File: src/rtl/pu_spi_tx_buffer.sv
// pu_spi_tx_buffer
// Transmit-side word buffer for the SPI processor unit. The processor side
// writes words in; the SPI shifter pulls one word per rising edge of `ready`
// and gets them on a registered `data_out` in FIFO order.
//
// Ports:
//   clk        system clock, rising-edge active
//   rst        asynchronous active-high reset
//   wr         write strobe, one word stored per high cycle
//   data_in    word to store when wr = 1
//   ready      shifter request (level); one word consumed per 0->1 transition
//   data_out   registered word presented to the shifter
//   empty      no words stored
//   full       BUF_SIZE words stored
//   underflow  sticky: request seen while empty
//   overflow   sticky: write seen while full
module pu_spi_tx_buffer #(
  parameter int DATA_WIDTH = 8,
  parameter int BUF_SIZE   = 6
) (
  input  logic                  clk,
  input  logic                  rst,
  input  logic                  wr,
  input  logic [DATA_WIDTH-1:0] data_in,
  input  logic                  ready,
  output logic [DATA_WIDTH-1:0] data_out,
  output logic                  empty,
  output logic                  full,
  output logic                  underflow,
  output logic                  overflow
);

  localparam int PTR_W = $clog2(BUF_SIZE);
  localparam int CNT_W = $clog2(BUF_SIZE + 1);

  localparam logic [PTR_W-1:0] PTR_LAST = PTR_W'(BUF_SIZE - 1);
  localparam logic [CNT_W-1:0] CNT_FULL = CNT_W'(BUF_SIZE);

  logic [DATA_WIDTH-1:0] r_mem [BUF_SIZE];
  logic [PTR_W-1:0]      r_wr_ptr;
  logic [PTR_W-1:0]      r_rd_ptr;
  logic [CNT_W-1:0]      r_count;
  logic                  r_ready_q;
  logic [DATA_WIDTH-1:0] r_data_out;
  logic                  r_underflow;
  logic                  r_overflow;

  logic                  w_req;
  logic                  w_empty;
  logic                  w_full;
  logic                  w_rd_ok;
  logic                  w_wr_ok;
  logic [PTR_W-1:0]      w_wr_ptr_nxt;
  logic [PTR_W-1:0]      w_rd_ptr_nxt;

  // Read and write are both judged against the pre-edge count, so a
  // simultaneous write never rescues an empty read nor a full write.
  always_comb begin
    w_req        = ready & ~r_ready_q;
    w_empty      = (r_count == '0);
    w_full       = (r_count == CNT_FULL);
    w_rd_ok      = w_req & ~w_empty;
    w_wr_ok      = wr & ~w_full;
    w_wr_ptr_nxt = (r_wr_ptr == PTR_LAST) ? '0 : r_wr_ptr + PTR_W'(1);
    w_rd_ptr_nxt = (r_rd_ptr == PTR_LAST) ? '0 : r_rd_ptr + PTR_W'(1);
  end

  // Storage has no reset; its contents are don't-care after rst.
  always_ff @(posedge clk) begin
    if (w_wr_ok) begin
      r_mem[r_wr_ptr] <= data_in;
    end
  end

  always_ff @(posedge clk or posedge rst) begin
    if (rst) begin
      r_wr_ptr    <= '0;
      r_rd_ptr    <= '0;
      r_count     <= '0;
      r_ready_q   <= 1'b0;
      r_data_out  <= '0;
      r_underflow <= 1'b0;
      r_overflow  <= 1'b0;
    end else begin
      r_ready_q <= ready;

      if (w_req) begin
        if (w_empty) begin
          r_data_out  <= '0;
          r_underflow <= 1'b1;
        end else begin
          r_data_out <= r_mem[r_rd_ptr];
          r_rd_ptr   <= w_rd_ptr_nxt;
        end
      end

      if (wr) begin
        if (w_full) begin
          r_overflow <= 1'b1;
        end else begin
          r_wr_ptr <= w_wr_ptr_nxt;
        end
      end

      case ({w_wr_ok, w_rd_ok})
        2'b10:   r_count <= r_count + CNT_W'(1);
        2'b01:   r_count <= r_count - CNT_W'(1);
        default: r_count <= r_count;
      endcase
    end
  end

  always_comb begin
    data_out  = r_data_out;
    empty     = w_empty;
    full      = w_full;
    underflow = r_underflow;
    overflow  = r_overflow;
  end

endmodule

File: config.mk
export PLATFORM = sky130hd
export DESIGN_NAME = pu_spi_tx_buffer
export DESIGN_NICKNAME = d
export VERILOG_FILES = /design/src/rtl/pu_spi_tx_buffer.sv
export SDC_FILE = /design/constraint.sdc
export NUM_CORES = 1
export LEC_CHECK = 0
export CAP_MARGIN = 20
export CORE_MARGIN = 2
export CORE_UTILIZATION = 30
export DETAILED_ROUTE_END_ITERATION = 8
export PLACE_DENSITY = 0.55
export REMOVE_ABC_BUFFERS = 1
export SLEW_MARGIN = 20
export SYNTH_ARGS = -nofsm -noshare
export SYNTH_HDL_FRONTEND = slang
export SYNTH_SLANG_ARGS = --single-unit
File: constraint.sdc
create_clock -name clk -period 1.9 [get_ports clk]
set_input_delay 0.38 -clock clk [delete_from_list [all_inputs] [get_ports clk]]
set_output_delay 0.38 -clock clk [all_outputs]
set_load 0.1 [all_outputs]
Word-level counts from Yosys, hierarchy flattened
Memory sizes are Yosys's and may differ from the RTL's.
Cells that the tools add are included.

cells by class
  $add $sub $neg = 4
  eq/ne operators = 5
  muxes and demuxes = 6
  bitwise operators = 6
  reductions and logical operators = 6

operators with widths
  operator             number
  $add 3x1->3 const B  3
  $eq 3x3->1 const B   3
  $mux 8               1
  $reduce_and 2->1     4
  $mux 3               2
  $pmux 3 s2           1
  $and 1x1->1          3
  $logic_not 3->1      1
  $not 1->1            3
  $sub 3x1->3 const B  1
  $eq 2x1->1 const B   1
  $eq 2x2->1 const B   1
  $mux 1               2
  $reduce_bool 2->1    1

word-level totals
  register bits = 20
  memory bits (writable) = 48
  input port bits = 12
  output and inout bits = 12
  logic and storage cells = 35
  memories kept = 1

memories
  memory  depth  bits a word  rd ports  clocked after memory_dff  write ports  line  text
  r_mem   6      8            1         0                         1            39    logic [DATA_WIDTH-1:0] r_mem [BUF_SIZE];

Depth between registers and ports, before layout
  depth after elaboration = 5
  gate-level depth with buffers = 9
  gate-level depth less buffers = 8

Least setup slack after synthesis
No wires, ideal clock.

  path type = reg2reg
  start = reg r_count[2]
  end = reg r_count[2]
  setup time = 0.129 ns
  data arrival time = 2.274 ns
  data required time = 1.771 ns
  slack = -0.504 ns
  stages on the path, launching flop included = 9
  buffers on the path = 0
  clock period less this slack = 2.404 ns
  path through = dfrtp_1 > nor3_4 > nor2_4 > ha_1 > inv_1 > fa_1 > xor2_1 > nor2_1 > xor2_1

on the way
  word-level cells in the longest chain between the ends = 5
  elaborated cells on any way between the ends = 12
  those cells by class = add/sub (2); eq/ne (3); mux (1); bitwise (4); reduce/logical (2)

RTL lines
  what                                             line  text
  start, declared                                  42    logic [CNT_W-1:0] r_count;
  start signal, assigned                           106   2'b10: r_count <= r_count + CNT_W'(1);
  start signal, assigned                           107   2'b01: r_count <= r_count - CNT_W'(1);
  start signal, assigned                           108   default: r_count <= r_count;
  $logic_not 3->1 *                                60    w_empty = (r_count == '0);
  named net empty                                  27    output logic empty,
  $not 1->1 (no line) *                            --
  $and 1x1->1 *                                    62    w_rd_ok = w_req & ~w_empty;
  named net w_rd_ok                                51    logic w_rd_ok;
  $eq 2x1->1 or $eq 2x2->1 (tied branches)         105   case ({w_wr_ok, w_rd_ok})
  $pmux 3 s2 or $reduce_bool 2->1 (tied branches)  --

The timed path passes the listed nets; every way through them passes the cells marked *.
A chain may end at the register's enable or synchronous reset.

Worst setup path in the final report
  start = reg r_count[0]
  end = reg r_count[2]

on the way
  word-level cells in the longest chain between the ends = 5
  elaborated cells on any way between the ends = 12
  those cells by class = add/sub (2); eq/ne (3); mux (1); bitwise (4); reduce/logical (2)

RTL lines
  what                                             line
  $eq 3x3->1 or $logic_not 3->1 (tied branches)    61, 60
  $not 1->1 (no line)                              --
  $and 1x1->1, on equally long branches            63, 62
  $eq 2x1->1 or $eq 2x2->1 (tied branches)         105
  $pmux 3 s2 or $reduce_bool 2->1 (tied branches)  --

Parallel ways exist; a longest one is shown, timed or not.

==> impl_metrics.env <==
export IMPL_status="complete, no violations"
export IMPL_cts_root_buf="clkbuf_8"
export IMPL_avgViaCountPerCell=4.638
export IMPL_layout_setup_ws_ns=0.1138
export IMPL_drc=0
export IMPL_hold_class="input port to register"
export IMPL_overflow=0
export IMPL_synthFlopType="edfxtp_1"
export IMPL_ys_types=31
export IMPL_synth_area_leaders="edfxtp_1 (52%), dfrtp_1 (18%), mux2i_1 (9.1%)"
export IMPL_netlist_area_um2=2748
export IMPL_synthArstFlopShare_pct=29.41
export IMPL_areaGrowthSynthToFinish_pct=30.46
export IMPL_layout_common_cells="edfxtp_1 (48), buf_4 (26), mux2i_1 (25)"
export IMPL_clk_latency_ns=0.34
export IMPL_final_layout_size_suffix_gt1_share_pct=29.86
export IMPL_regArea_um2=1943
export IMPL_num_rows=34
export IMPL_clock_skew_ns=0.01469
export IMPL_critical_path_class="register to register"
export IMPL_period_minus_slack_ns=1.786
export IMPL_place_ws_ns=-0.3348
export IMPL_ys_ff_latch=68
export IMPL_setup_violations=0
export IMPL_cts_buffer_depth=2
export IMPL_placed_area_um2=3362
export IMPL_yosys_area_top_type="edfxtp_1"
export IMPL_diodes=0
export IMPL_cts_tree="yes"
export IMPL_cp_required_ns=2.17
export IMPL_ir_drop_uv=540.6
export IMPL_die_h_um=99.70
export IMPL_cts_hold_buf=0
export IMPL_antenna_found_initial=0
export IMPL_io_buffers=23
export IMPL_core_area_um2=8806
export IMPL_place_congestion=0.7174
export IMPL_finalCritPeriodShare_pct=94.01
export IMPL_finalNetCount=230
export IMPL_final_common_cell="edfxtp_1"
export IMPL_routed_wl_mm=5.285
export IMPL_grt_pass1_vias=1557
export IMPL_ff2ff_setup_slack_ns=0.11
export IMPL_power_density_nw_per_um2=1733
export IMPL_design_area_um2=3585
export IMPL_start_util_pct=31.20
export IMPL_grt_total_usage_pct=11.59
export IMPL_synth_area_per_cell_um2=16.86
export IMPL_hold_viol_final=0
export IMPL_cts_buffers=9
export IMPL_clk_pin_slew_worst_paths_ns=0.08
export IMPL_slew_headroom_pct=66.31
export IMPL_power_total_mw=6.211
export IMPL_synth_edf_count=48
export IMPL_die_w_um=99.70
export IMPL_clock_sinks=68
export IMPL_rsz0062_at_grt="no"
export IMPL_drt_iter0_drc=81
export IMPL_finalMaxSlewViolations=0
export IMPL_fmax_mhz=559.8
export IMPL_multi_input_area_um2=765.7
export IMPL_die_area_um2=9940
export IMPL_cts_max_level=3
export IMPL_ant_nets=0
export IMPL_cellLeakagePower_nw=1.409
export IMPL_start_kind="register"
export IMPL_grt_max_degree=21
export IMPL_end_kind="register"
export IMPL_grt_pass1_wl_mm=8.266
export IMPL_dp_hpwl_mm=3.518
export IMPL_final_util_pct=40.71
export IMPL_ios=24
export IMPL_vias=1526
export IMPL_yosysSeqAreaShare_pct=70.67
export IMPL_syn_inst=163
export IMPL_wl_per_cell_um=16.06
export IMPL_synth_top_area_share_pct=52.46
export IMPL_firstDrtPassIters=5
export IMPL_n_fill_cell=810
export IMPL_critPathMaxFanout=4
export IMPL_max_cap_viol_count=0
export IMPL_critPathArrivalTime_ns=2.06
export IMPL_worst_pin_slew_ns=0.5053
export IMPL_ys_warnings_count=0
==> flip-flops by register name (all words and copies together) (netlist names) <==
register,cells
r_mem,48
data_out,8
r_count,3
r_rd_ptr,3
r_wr_ptr,3
overflow,1
r_ready_q,1
underflow,1
==> area by class of cell <==
cell class | count | share of cell area, %
Clock inverter | 7 | 1.885
Inverter | 5 | 0.5934
Timing Repair Buffer | 48 | 14.73
Sequential cell | 68 | 54.21
Clock buffer | 9 | 3.456
Multi-Input combinational cell | 84 | 21.36
Tap cell | 108 | 3.770
==> synthesized netlist by cell type (3+ instances only) <==
| master | count |
|---|---|
| edfxtp_1 | 48 |
| mux2i_1 | 25 |
| dfrtp_1 | 20 |
| nand2_1 | 9 |
| a22oi_1 | 8 |
| a32o_1 | 8 |
| nor2_1 | 5 |
| inv_1 | 4 |
| mux2_1 | 3 |
| nor2b_1 | 3 |
| xor2_1 | 3 |
==> logic make-up (layout without fill, tap and decap cells) <==
group	after synthesis	after routing	synth area share [%]
mux	28	28	10.34
fa+ha+maj	2	2	1.184
xor+xnor	5	5	1.594
simple gates	30	30	7.878
buf+inv	11	69	2.368
compound gates	19	19	5.965
flops	68	68	70.67
==> metrics by stage <==
step,TNS (ns),cells,hold WS (ns)
floorplan,-2.828,157,0.3438
global placement,-0.3539,311,0.4431
detailed placement,-0.4583,311,0.4462
CTS,0,327,0.3557
global route,0,329,0.2401
finish,0,329,0.2583
==> worst paths after layout <==
check | cells past startpoint | to | start
setup reg to reg | 8 | r_count[2] | r_count[0]
hold reg to reg | 1 | underflow | underflow
min in group asynchronous | 3 | r_count[2] | rst
max in group asynchronous | 3 | r_count[0] | rst
setup / recovery | 8 | r_count[2] | r_count[0]
hold / removal | 1 | r_ready_q | ready
==> repair_timing <==
item,in CTS,in global routing
resized for setup,0,5
endpoints found under the setup margin,0,1
setup buffers,0,2
==> where the power goes <==
part           switching, mW  internal, mW
clock network          0.527         0.598
logic                   1.62          1.15
registers              0.350          1.96
total                   2.50          3.71
==> routing by layer <==
layer,share of wire [%],GRT usage [%],vias up
met1,46,14.74,768
met5,0,0,-
met4,0.40,4.110,0
li1,-,-,725
met2,50,17.72,31
met3,3.8,4.989,2
==> critical path, cell delays in order (launching register included) <==
cell      delay (ns)
dfrtp_2         0.45
nand3b_4        0.18
nand2_2         0.10
ha_2            0.17
inv_1           0.05
fa_2            0.33
xor2_1          0.14
nor2_1          0.13
xor2_1          0.16
Power figures use the tool's default switching activity.
